### config.mk
export PLATFORM = sky130hd
export DESIGN_NAME = regfile_mp
export DESIGN_NICKNAME = d
export VERILOG_FILES = /design/src/rtl/regfile_mp_pkg.sv /design/src/rtl/regfile_rdport.sv /design/src/rtl/regfile_mp.sv
export SDC_FILE = /design/constraint.sdc
export NUM_CORES = 1
export LEC_CHECK = 0
export ABC_CLOCK_PERIOD_IN_PS = 1730
export CAP_MARGIN = 5
export CORE_ASPECT_RATIO = 2
export CORE_MARGIN = 5
export CORE_UTILIZATION = 59
export DETAILED_ROUTE_END_ITERATION = 7
export GPL_TIMING_DRIVEN = 0
export PLACE_DENSITY = 0.93
export SYNTH_ARGS = -nofsm -noshare
export SYNTH_HDL_FRONTEND = slang
export SYNTH_SLANG_ARGS = --single-unit
### constraint.sdc
create_clock -name clk -period 1.73 [get_ports clk]
set_input_delay 0.2595 -clock clk [delete_from_list [all_inputs] [get_ports clk]]
set_output_delay 0.2595 -clock clk [all_outputs]
set_load 0.05 [all_outputs]
### src/rtl/regfile_mp_pkg.sv
// Shared definitions for the multi-read-port register file: parameter
// legality bounds, address-width helper and the read-source selector.
package regfile_mp_pkg;

   localparam int DEPTH_MIN = 2;
   localparam int DEPTH_MAX = 256;
   localparam int NRD_MIN   = 1;
   localparam int NRD_MAX   = 4;

   // Where a read port takes its next data word from.
   typedef enum logic [1:0] {
      RD_SRC_ZERO   = 2'd0,
      RD_SRC_BYPASS = 2'd1,
      RD_SRC_MEM    = 2'd2
   } rd_src_e;

   // ceil(log2(depth)) with a floor of 1 bit, valid for depth up to 512.
   function automatic int addr_bits(input int depth);
      int bits;
      bits = 1;
      for (int i = 1; i < 9; i++) begin
         if ((1 << i) < depth) begin
            bits = i + 1;
         end
      end
      return bits;
   endfunction

endpackage

### src/rtl/regfile_rdport.sv
// One read port: range check, optional zero register, write-first bypass
// and the registered rdata/rvalid outputs.
module regfile_rdport
   import regfile_mp_pkg::*;
#(
   parameter int DATA_W   = 4,
   parameter int DEPTH    = 16,
   parameter int ZERO_REG = 0,
   parameter int ADDR_W   = 4
) (
   input  logic              clk,
   input  logic              rst_n,
   input  logic              re,
   input  logic [ADDR_W-1:0] raddr,
   input  logic              we,
   input  logic [ADDR_W-1:0] waddr,
   input  logic [DATA_W-1:0] wdata,
   input  logic [DATA_W-1:0] mem_word,
   output logic [DATA_W-1:0] rdata,
   output logic              rvalid,
   output logic              rd_err
);

   localparam logic [ADDR_W:0] DEPTH_EXT = (ADDR_W + 1)'(DEPTH);
   localparam bit              HAS_ZERO  = (ZERO_REG != 0);

   logic              in_range;
   rd_src_e           src;
   logic [DATA_W-1:0] rdata_next;
   logic [DATA_W-1:0] rdata_reg;
   logic              rvalid_reg;

   assign in_range = ({1'b0, raddr} < DEPTH_EXT);

   // Pick the data source in priority order: out of range, zero register,
   // same-cycle write (write-first), then the stored entry.
   always_comb begin
      src = RD_SRC_MEM;
      if (!in_range) begin
         src = RD_SRC_ZERO;
      end else if (HAS_ZERO && (raddr == '0)) begin
         src = RD_SRC_ZERO;
      end else if (we && (waddr == raddr)) begin
         src = RD_SRC_BYPASS;
      end
   end

   // Data mux driven by the selected source.
   always_comb begin
      rdata_next = '0;
      case (src)
         RD_SRC_BYPASS: rdata_next = wdata;
         RD_SRC_MEM:    rdata_next = mem_word;
         default:       rdata_next = '0;
      endcase
   end

   // Output registers: data only updates on an enabled read, valid pulses once.
   always_ff @(posedge clk or negedge rst_n) begin
      if (!rst_n) begin
         rdata_reg  <= '0;
         rvalid_reg <= 1'b0;
      end else begin
         rvalid_reg <= re;
         if (re) begin
            rdata_reg <= rdata_next;
         end
      end
   end

   assign rdata  = rdata_reg;
   assign rvalid = rvalid_reg;
   assign rd_err = re && !in_range;

endmodule

### src/rtl/regfile_mp.sv
// Parametrised register file with NRD registered read ports, one write
// port, optional hard-wired zero entry and an out-of-range error pulse.
module regfile_mp
   import regfile_mp_pkg::*;
#(
   parameter int  DATA_W   = 4,
   parameter int  DEPTH    = 16,
   parameter int  NRD      = 2,
   parameter int  ZERO_REG = 0,
   localparam int ADDR_W   = addr_bits(DEPTH)
) (
   input  logic                  clk,
   input  logic                  rst_n,
   input  logic                  we,
   input  logic [ADDR_W-1:0]     waddr,
   input  logic [DATA_W-1:0]     wdata,
   input  logic [NRD-1:0]        re,
   input  logic [NRD*ADDR_W-1:0] raddr,
   output logic [NRD*DATA_W-1:0] rdata,
   output logic [NRD-1:0]        rvalid,
   output logic                  addr_err
);

   localparam logic [ADDR_W:0] DEPTH_EXT = (ADDR_W + 1)'(DEPTH);
   localparam bit              HAS_ZERO  = (ZERO_REG != 0);

   // Refuse to elaborate with unsupported geometry.
   generate
      if ((DEPTH < DEPTH_MIN) || (DEPTH > DEPTH_MAX)) begin : g_bad_depth
         $error("regfile_mp: DEPTH=%0d outside %0d..%0d", DEPTH, DEPTH_MIN, DEPTH_MAX);
      end
      if ((NRD < NRD_MIN) || (NRD > NRD_MAX)) begin : g_bad_nrd
         $error("regfile_mp: NRD=%0d outside %0d..%0d", NRD, NRD_MIN, NRD_MAX);
      end
   endgenerate

   logic [DATA_W-1:0] mem_reg [DEPTH];
   logic              wr_in_range;
   logic              wr_commit;
   logic [NRD-1:0]    rd_err;
   logic              addr_err_next;
   logic              addr_err_reg;

   assign wr_in_range = ({1'b0, waddr} < DEPTH_EXT);
   // Writes to the hard-wired zero entry are silently dropped.
   assign wr_commit   = we && wr_in_range && !(HAS_ZERO && (waddr == '0));

   // Storage: cleared on reset, written on a committed write.
   always_ff @(posedge clk or negedge rst_n) begin
      if (!rst_n) begin
         for (int i = 0; i < DEPTH; i++) begin
            mem_reg[i] <= '0;
         end
      end else if (wr_commit) begin
         mem_reg[waddr] <= wdata;
      end
   end

   for (genvar gi = 0; gi < NRD; gi++) begin : g_rd
      logic [ADDR_W-1:0] raddr_i;
      logic [DATA_W-1:0] mem_word;

      assign raddr_i  = raddr[gi*ADDR_W +: ADDR_W];
      // Out-of-range indices are masked to zero inside the port.
      assign mem_word = mem_reg[raddr_i];

      regfile_rdport #(
         .DATA_W  (DATA_W),
         .DEPTH   (DEPTH),
         .ZERO_REG(ZERO_REG),
         .ADDR_W  (ADDR_W)
      ) u_rdport (
         .clk     (clk),
         .rst_n   (rst_n),
         .re      (re[gi]),
         .raddr   (raddr_i),
         .we      (we),
         .waddr   (waddr),
         .wdata   (wdata),
         .mem_word(mem_word),
         .rdata   (rdata[gi*DATA_W +: DATA_W]),
         .rvalid  (rvalid[gi]),
         .rd_err  (rd_err[gi])
      );
   end

   assign addr_err_next = (we && !wr_in_range) || (|rd_err);

   // Error flag pulses for one cycle after any out-of-range enabled access.
   always_ff @(posedge clk or negedge rst_n) begin
      if (!rst_n) begin
         addr_err_reg <= 1'b0;
      end else begin
         addr_err_reg <= addr_err_next;
      end
   end

   assign addr_err = addr_err_reg;

endmodule
==> impl_metrics.ini, run 1 <==
[yosys]
netlist_area_um2 = 4110
synthCells = 296
avgSynthCellArea_um2 = 13.9
synth-edff-count = 0
ys_types = 30
ys_ff_latch = 74
ys_seq_area_share_pct = 45.1
async_flop_share_pct = 100
synth_warnings = 0
ys.flop_type = dfrtp_1
syn_nets = 317

[die]
initial_core_util_pct = 59.6
die_h_um = 128
core_um2 = 6890
ioPinCount = 32
fp.dieW_um = 69.0
die_area_um2 = 8830
rows = 43

[critical_path]
cp-start-kind = flip-flop
worstSetupEndpointType = flip-flop
critPathKind = reg2reg
critical-path-max-stage-delay_ns = 0.49
cp_slowest_cell = mux4_2
arrival_ns = 1.99
crit_family = compound AO/OA/AOI/OAI gates
worstPathRequired_ns = 1.93
cp_num_buf_inv = 0
path_cells = mux4_2 > a22oi_1 > and3_1 > o21ai_0
worstPathMaxFanout = 3

[clock_tree]
clock_latency_ns = 0.33
clock_path_buffers = 2
cts.sinks = 74
htree_levels = 3
clk_pin_slew_ns = 0.05
cts_setup_buffers = 0
cts_tree = yes
numCtsBuffers = 9
root_buffer = clkbuf_16

[drt]
drt-wirelength-per-cell_um = 26.2
wl_met3_um = 679
vias = 2908
wl_met1_um = 3570
highest_layer = met4
drt-total-wl_um = 11100
drc = 0
dr.pass1.iters = 7
dr_wl_met2_um = 5830
dr.first_iter.drc_count = 363
antenna_left = 0
vias_per_cell = 6.89

[cells_and_area]
n_fill_cell = 475
post-route-util_pct = 70.1
fin_nets = 349
final_cell_mix = dfrtp_1, mux2_2, mux4_2, nor2b_1, nand2_1
drive_above_1_share_pct = 45.2
final_common_cell = dfrtp_1
area_delta_synth_final_pct = 17.6
largest_reg_flops = 64
n_antenna_cell = 0

[grt]
antenna_found_initial = 0
grt_pass1_wl_um = 16400
grt_max_degree = 75
grt_pass1_vias = 3061
grt_usage_pct = 26.6
overflow = 0

[sta]
setup-violations-final = 6
drv_slew = 0
hold_viol_final = 0
slew_headroom_pct = 38.5
post-route-min-period_ns = 1.79
hold_slack_ns = 0.0499
rsz0062_at_grt = true
fin_crit_sh_pct = 103
clock_skew_ns = 0.00639
setup_slack_ns = -0.0564
max_slew.worst_pin.slew_ns = 0.923
timing.setup.tns_ns = -0.133
fmax_mhz = 560

[worst_hold_path]
min_path_type = in2async

[status]
violations = setup timing
outcome = finished, violations left

[placed_design]
place.gp.congestion = 0.872
port_buffers = 21
dp_slack_ns = -0.470
dp_hpwl_um = 7200

[power]
vdd_drop_max_v = 0.000726
powerDensity_nw_per_um2 = 1220
p_leak_nw = 1.99

[flow_run]
drv_cap = 0
## final cells by class
class / instances / area (um^2) / area share (%)
tap: 90 / 113 / 2.33
sequential: 74 / 1850 / 38.4
clock buffer: 13 / 260 / 5.39
multi-input combinational: 199 / 2190 / 45.3
buffer: 23 / 155 / 3.21
clock inverter: 2 / 60.1 / 1.24
timing repair buffer: 21 / 200 / 4.15
## cells by family after synthesis
kind of cell | after synthesis | share of synthesized area [%]
other | 1 | 0.0913
buffers and inverters | 23 | 3.66
multiplexers | 96 | 35.5
XOR/XNOR | 8 | 1.71
AO/OA/AOI/OAI | 26 | 4.63
AND/OR/NAND/NOR | 68 | 9.33
flip-flops | 74 | 45.1
## per-layer routing
metal  track usage (%)  up-vias
met5                 0        -
li1                  -     1194
met2              42.2      162
met3              7.37       59
met4              20.9        0
met1              28.6     1493
## metrics by stage
step	cell area, um^2	power, mW	cells
after floorplan	4110	3.41	296
after global placement	4430	3.76	407
after detailed placement	4430	3.86	407
after CTS	4760	5.84	422
after global routing	4830	6.12	422
final	4830	5.91	422
## what timing repair did
item	CTS	global route
gates resized for setup	15	18
setup endpoints to repair	42	43
hold buffers	0	0
## where the power goes
group | switching, mW | internal [mW]
Clock | 0.673 | 1.33
Sequential | 0.301 | 2.13
Combinational | 0.695 | 0.780
Total | 1.67 | 4.24
## final timing paths
kind / startpoint / endpoint / slack (ns) / cells after the start
max: mem_reg[26] / g_rd[1].u_rdport.rdata[2] / -0.06 / 4
max reg2reg: mem_reg[26] / g_rd[1].u_rdport.rdata[2] / -0.06 / 4
min: rst_n / mem_reg[18] / 0.05 / 1
min in group clk: raddr[5] / g_rd[1].u_rdport.rdata[1] / 0.37 / 4
max in group asynchronous: rst_n / mem_reg[7] / 1.07 / 1
min reg2reg: mem_reg[21] / mem_reg[21] / 0.53 / 1
## synth_stat cells, types with 2 or more instances
master | count | area [um^2]
nor2_1 | 8 | 30.0
buf_6 | 4 | 45.0
xor2_1 | 6 | 52.6
buf_2 | 9 | 45.0
dfrtp_1 | 74 | 1850
o21ai_0 | 5 | 25.0
a22oi_1 | 8 | 60.1
buf_4 | 6 | 45.0
nor2b_1 | 12 | 75.1
a41oi_1 | 8 | 70.1
nor3_2 | 3 | 30.0
and3_1 | 8 | 50.1
nor3_1 | 6 | 30.0
nand2b_1 | 2 | 12.5
nand3_1 | 10 | 50.1
xnor2_1 | 2 | 17.5
clkbuf_1 | 4 | 15.0
o21ai_1 | 3 | 15.0
and2_1 | 2 | 12.5
a21bo_2 | 2 | 20.0
nand2_1 | 12 | 45.0
mux2_2 | 60 | 676
mux4_2 | 32 | 721
mux2_4 | 4 | 60.1
Note: power is estimated with default switching activity, not from simulation.
==> run 2, diff against run 1 <==
--- a/config.mk
+++ b/config.mk
@@ -13,6 +13,7 @@
 export DETAILED_ROUTE_END_ITERATION = 7
 export GPL_TIMING_DRIVEN = 0
 export PLACE_DENSITY = 0.93
+export REMOVE_ABC_BUFFERS = 1
 export SYNTH_ARGS = -nofsm -noshare
 export SYNTH_HDL_FRONTEND = slang
 export SYNTH_SLANG_ARGS = --single-unit
==> run 2 against run 1 <==
Net effect: die area unchanged; count of clock-buffer cells in the layout decreased by 2; sequential share of layout area increased by 0.16 points; highest routed layer unchanged; design area shrank 0.41%; sequential power barely moved; the run still ends with setup timing left; non-clock buffer count decreased by 13; fmax up 0.77%.
==> impl_metrics.ini, run 2 (synthesis gave the netlist of run 1 again) <==
[worst_hold_path]
min_path_type = in2async

[cells_and_area]
final_area_um2 = 4810
largest_reg_flops = 64
drive_above_1_share_pct = 41.3
fin_cells = 410
multiInputGateArea_um2 = 2170
fin_nets = 336
final_common_cell = dfrtp_1
regArea_um2 = 1850
final_cell_mix = dfrtp_1, mux2_2, mux4_2, clkdlybuf4s50_1
n_fill_cell = 456
area_delta_synth_final_pct = 17.1
n_antenna_cell = 0

[clock_tree]
clock_path_buffers = 2
root_buffer = clkbuf_16
clock_latency_ns = 0.34
numCtsBuffers = 9
htree_levels = 3
clk_pin_slew_ns = 0.06
cts.sinks = 74
cts_tree = yes

[critical_path]
path_cells = clkdlybuf4s50_1 > nand2_2 > nor4_4 > buf_4 > mux2_2
cp_slowest_cell = clkdlybuf4s50_1
crit_family = buffers and inverters
worstPathRequired_ns = 1.96
cp-start-kind = input port
reg2reg_from = mem_reg[61]
worstSetupEndpointType = flip-flop
cp.depth = 5
critPathKind = in2reg
cp_num_buf_inv = 2
worstRegToRegCells = 4
startpoint = we
arrival_ns = 2.00
critical-path-max-stage-delay_ns = 0.65
worstPathMaxFanout = 6

[die]
rows = 43
core_um2 = 6890
fp.dieW_um = 69.0
initial_core_util_pct = 59.6
ioPinCount = 32
die_area_um2 = 8830
die_h_um = 128

[placed_design]
dp.cells = 393
dp_hpwl_um = 6720
port_buffers = 30
placed_area_um2 = 4370
place.gp.congestion = 0.853

[power]
powerDensity_nw_per_um2 = 1310
p_sw_share_pct = 26.8
p_leak_nw = 1.97
vdd_drop_max_v = 0.000875
power.share.clock_pct = 38.3
netSwitchingPower_mw = 1.68
combPwrFrac_pct = 22.9
p_seq_share_pct = 38.8
internal_power_mw = 4.59

[sta]
setup-violations-final = 8
max_slew.worst_pin.slew_ns = 0.927
slew_headroom_pct = 38.2
drv_slew = 0
setup_slack_ns = -0.0428
fmax_mhz = 564
rsz0062_at_grt = true
hold_viol_final = 0
post-route-min-period_ns = 1.77
clock_skew_ns = 0.00783
hold_slack_ns = 0.0410
fin_crit_sh_pct = 102

[grt]
overflow = 0
grt_pass1_wl_um = 16300
grt_pass1_vias = 3050
grt_usage_pct = 26.2
antenna_found_initial = 0
grt_max_degree = 75

[drt]
antenna_left = 0
dr.pass1.iters = 4
drc = 0
drt-total-wl_um = 10400
vias = 2784
dr.first_iter.drc_count = 365
vias_per_cell = 6.79
drt-wirelength-per-cell_um = 25.5

[status]
outcome = finished, violations left
violations = setup timing

[flow_run]
drv_cap = 0
## run 2: routing by layer
metal	wire [um]	vias up	part of all wire [%]	GRT usage, %
met1	3360	1418	32	27.4
met2	5740	150	55	43.8
met5	0	-	0	0
met4	682	0	6.5	17.4
met3	666	45	6.4	7.37
li1	-	1171	-	-
## run 2: per-stage QoR
step | setup slack, ns | power [mW] | setup TNS, ns | util [%]
after floorplan | 0.359 | 3.34 | 0 | -
after global placement | -1.89 | 3.74 | -173.17 | 63.4
after detailed placement | -1.19 | 3.86 | -37.14 | 63.4
after CTS | -0.0434 | 6.26 | -0.324 | 69.2
after global routing | -0.0783 | 6.50 | -0.661 | 69.8
final | -0.0428 | 6.27 | -0.287 | 69.8
## run 2: cell type report
type / count / area share (%)
multi-input cells: 199 / 45.2
flip-flops and latches: 74 / 38.5
repair buffers: 31 / 5.96
clock buffers: 11 / 4.84
clock inverters: 5 / 3.12
well taps: 90 / 2.34
## run 2: path summary, 6_finish.rpt
kind	endpoint	slack, ns
worst max-delay path	mem_reg[57]	-0.04
worst max register to register	g_rd[0].u_rdport.rdata[1]	0.07
min in group clk	mem_reg[10]	0.53
worst min-delay path	mem_reg[31]	0.04
worst min register to register	mem_reg[10]	0.53
max in group asynchronous	mem_reg[33]	1.07
## run 2: power groups by stage
stage	combinational, mW	sequential, mW	clock, mW
6_report	1.44	2.43	2.40
4_1_cts	1.42	2.42	2.42
5_1_grt	1.53	2.47	2.49
2_1_floorplan	0.844	2.49	0
3_3_place_gp	1.37	2.37	0
3_5_place_dp	1.42	2.43	0
## run 2: what timing repair did
| action | in CTS | in global routing |
|---|---|---|
| resized for setup | 36 | 10 |
| buffers inserted | 0 | 1 |
| hold buffers | 0 | 0 |
| endpoints found under the setup margin | 67 | 48 |
| pin swaps | 0 | 1 |
==> run 3, diff against run 2 <==
--- a/config.mk
+++ b/config.mk
@@ -9,10 +9,10 @@
 export CAP_MARGIN = 5
 export CORE_ASPECT_RATIO = 2
 export CORE_MARGIN = 5
-export CORE_UTILIZATION = 59
+export CORE_UTILIZATION = 30
 export DETAILED_ROUTE_END_ITERATION = 7
 export GPL_TIMING_DRIVEN = 0
-export PLACE_DENSITY = 0.93
+export PLACE_DENSITY = 0.59
 export REMOVE_ABC_BUFFERS = 1
 export SYNTH_ARGS = -nofsm -noshare
 export SYNTH_HDL_FRONTEND = slang
==> run 3 against run 2 <==
Net effect: non-clock buffer count increased by 2; setup slack improved by 0.072 ns; sequential cell count unchanged; highest routed layer unchanged; largest power group unchanged; the run now ends clean; sequential share of layout area is 0.42 points lower; core utilization fell by 34 points.
==> impl_metrics.ini, run 3 (synthesis gave the netlist of run 1 again) <==
[sta]
fin_crit_sh_pct = 98.3
setup-violations-final = 0
slew_headroom_pct = 48.4
clock_skew_ns = 0.00808
drv_slew = 0
fmax_mhz = 588
post-route-min-period_ns = 1.70
timing.setup.tns_ns = 0
max_slew.worst_pin.slew_ns = 0.772
rsz0062_at_grt = true
hold_viol_final = 0

[grt]
grt_max_degree = 57
grt_pass1_vias = 2752
antenna_found_initial = 0
grt_usage_pct = 13.0
overflow = 0
grt_pass1_wl_um = 15600

[cells_and_area]
drive_above_1_share_pct = 42.2
final_common_cell = dfrtp_1
final_cell_mix = dfrtp_1, mux2_2, mux4_2
post-route-util_pct = 36.2
area_delta_synth_final_pct = 18.3
largest_reg_flops = 64
n_antenna_cell = 0
fin_cells = 477
fin_nets = 338
final_area_um2 = 4860

[die]
core_um2 = 13400
die_area_um2 = 16300
fp.dieW_um = 92.7
die_h_um = 175
initial_core_util_pct = 30.5
ioPinCount = 32
rows = 60

[placed_design]
port_buffers = 30
dp_hpwl_um = 7280
place.gp.congestion = 0.858
dp.cells = 459
placed_area_um2 = 4470

[clock_tree]
htree_levels = 3
clock_latency_ns = 0.34
numCtsBuffers = 9
clk_pin_slew_ns = 0.06
clock_path_buffers = 2
cts_tree = yes
root_buffer = clkbuf_16
cts.sinks = 74

[status]
outcome = finished clean

[critical_path]
cp_num_buf_inv = 1
cp_slowest_cell = clkdlybuf4s50_1
critical-path-max-stage-delay_ns = 0.57
worstPathRequired_ns = 1.94
crit_family = simple AND/OR/NAND/NOR gates
endpoint = mem_reg[60]
worstRegToRegCells = 4
startpoint = waddr[0]
cp-start-kind = input port
critPathKind = in2reg
arrival_ns = 1.91
path_cells = clkdlybuf4s50_1 > nand2b_4 > or4_4 > mux2_4
r2r_slack_ns = 0.05
reg2reg_from = mem_reg[63]
worstSetupEndpointType = flip-flop
worstPathMaxFanout = 6
rr_endpoint = g_rd[0].u_rdport.rdata[3]
cp.depth = 4

[drt]
antenna_left = 0
vias_per_cell = 5.46
drc = 0
drt-wirelength-per-cell_um = 21.1
vias = 2605
drt-total-wl_um = 10100
dr.pass1.iters = 4
dr.first_iter.drc_count = 149

[power]
vdd_drop_max_v = 0.000404
powerDensity_nw_per_um2 = 1160
p_leak_nw = 1.95
fin_total_pwr_mw = 5.65

[flow_run]
drv_cap = 0

[worst_hold_path]
min_path_type = in2async
[run 3: what timing repair did]
action                                  CTS  global route
endpoints found under the hold margin    18             0
pin swaps                                 0             1
gates resized for setup                  43             6
buffers inserted                          0             1
hold buffers                              1             0
endpoints found under the setup margin   71            16
[run 3: layer usage]
metal / vias up / track usage [%] / share of wire [%]
met4: 0 / 9.24 / 5.6
met5: - / 0 / 0
li1: 1174 / - / -
met1: 1353 / 12.0 / 34
met2: 56 / 25.0 / 58
met3: 22 / 1.89 / 2.5
[run 3: worst reg2reg max path: cells and delay by family (launching register included)]
family | cells | cell delay, ns
AO/OA/AOI/OAI | 2 | 0.48
AND/OR/NAND/NOR | 1 | 0.22
multiplexers | 1 | 0.47
flip-flops | 1 | 0.39
[run 3: power breakdown]
group          internal, mW  switching (mW)  total (mW)
registers              2.13           0.259        2.39
clock network          1.16           0.676        1.84
logic                 0.771           0.654        1.42
total                  4.06            1.59        5.65
[run 3: through the flow]
step | setup WS [ns] | hold WS [ns]
floorplan | 0.359 | -0.0361
global placement | -2.09 | 0.502
detailed placement | -1.36 | 0.159
CTS | -0.0617 | 0.348
global route | -0.00701 | 0.379
finish | 0.0287 | 0.345
[run 3: final cells by class]
cell class                 count  area (um^2)
fill                        1276         8580
multi-input combinational    199         2180
sequential                    74         1850
timing repair buffer          33          327
clock buffer                  15          298
tap                          155          194
clock inverter                 1         5.00
[run 3: how the worst min path moves through the flow]
stage                start                         to  slack [ns]  cells past startpoint
2_1_floorplan        rst_n  g_rd[0].u_rdport.rdata[0]       -0.04                      0
3_3_place_gp   mem_reg[30]                mem_reg[30]        0.50                      1
3_5_place_dp         rst_n                mem_reg[50]        0.16                      1
4_1_cts              rst_n                mem_reg[29]        0.35                      2
5_1_grt              rst_n                mem_reg[24]        0.38                      2
6_report             rst_n                mem_reg[29]        0.34                      2
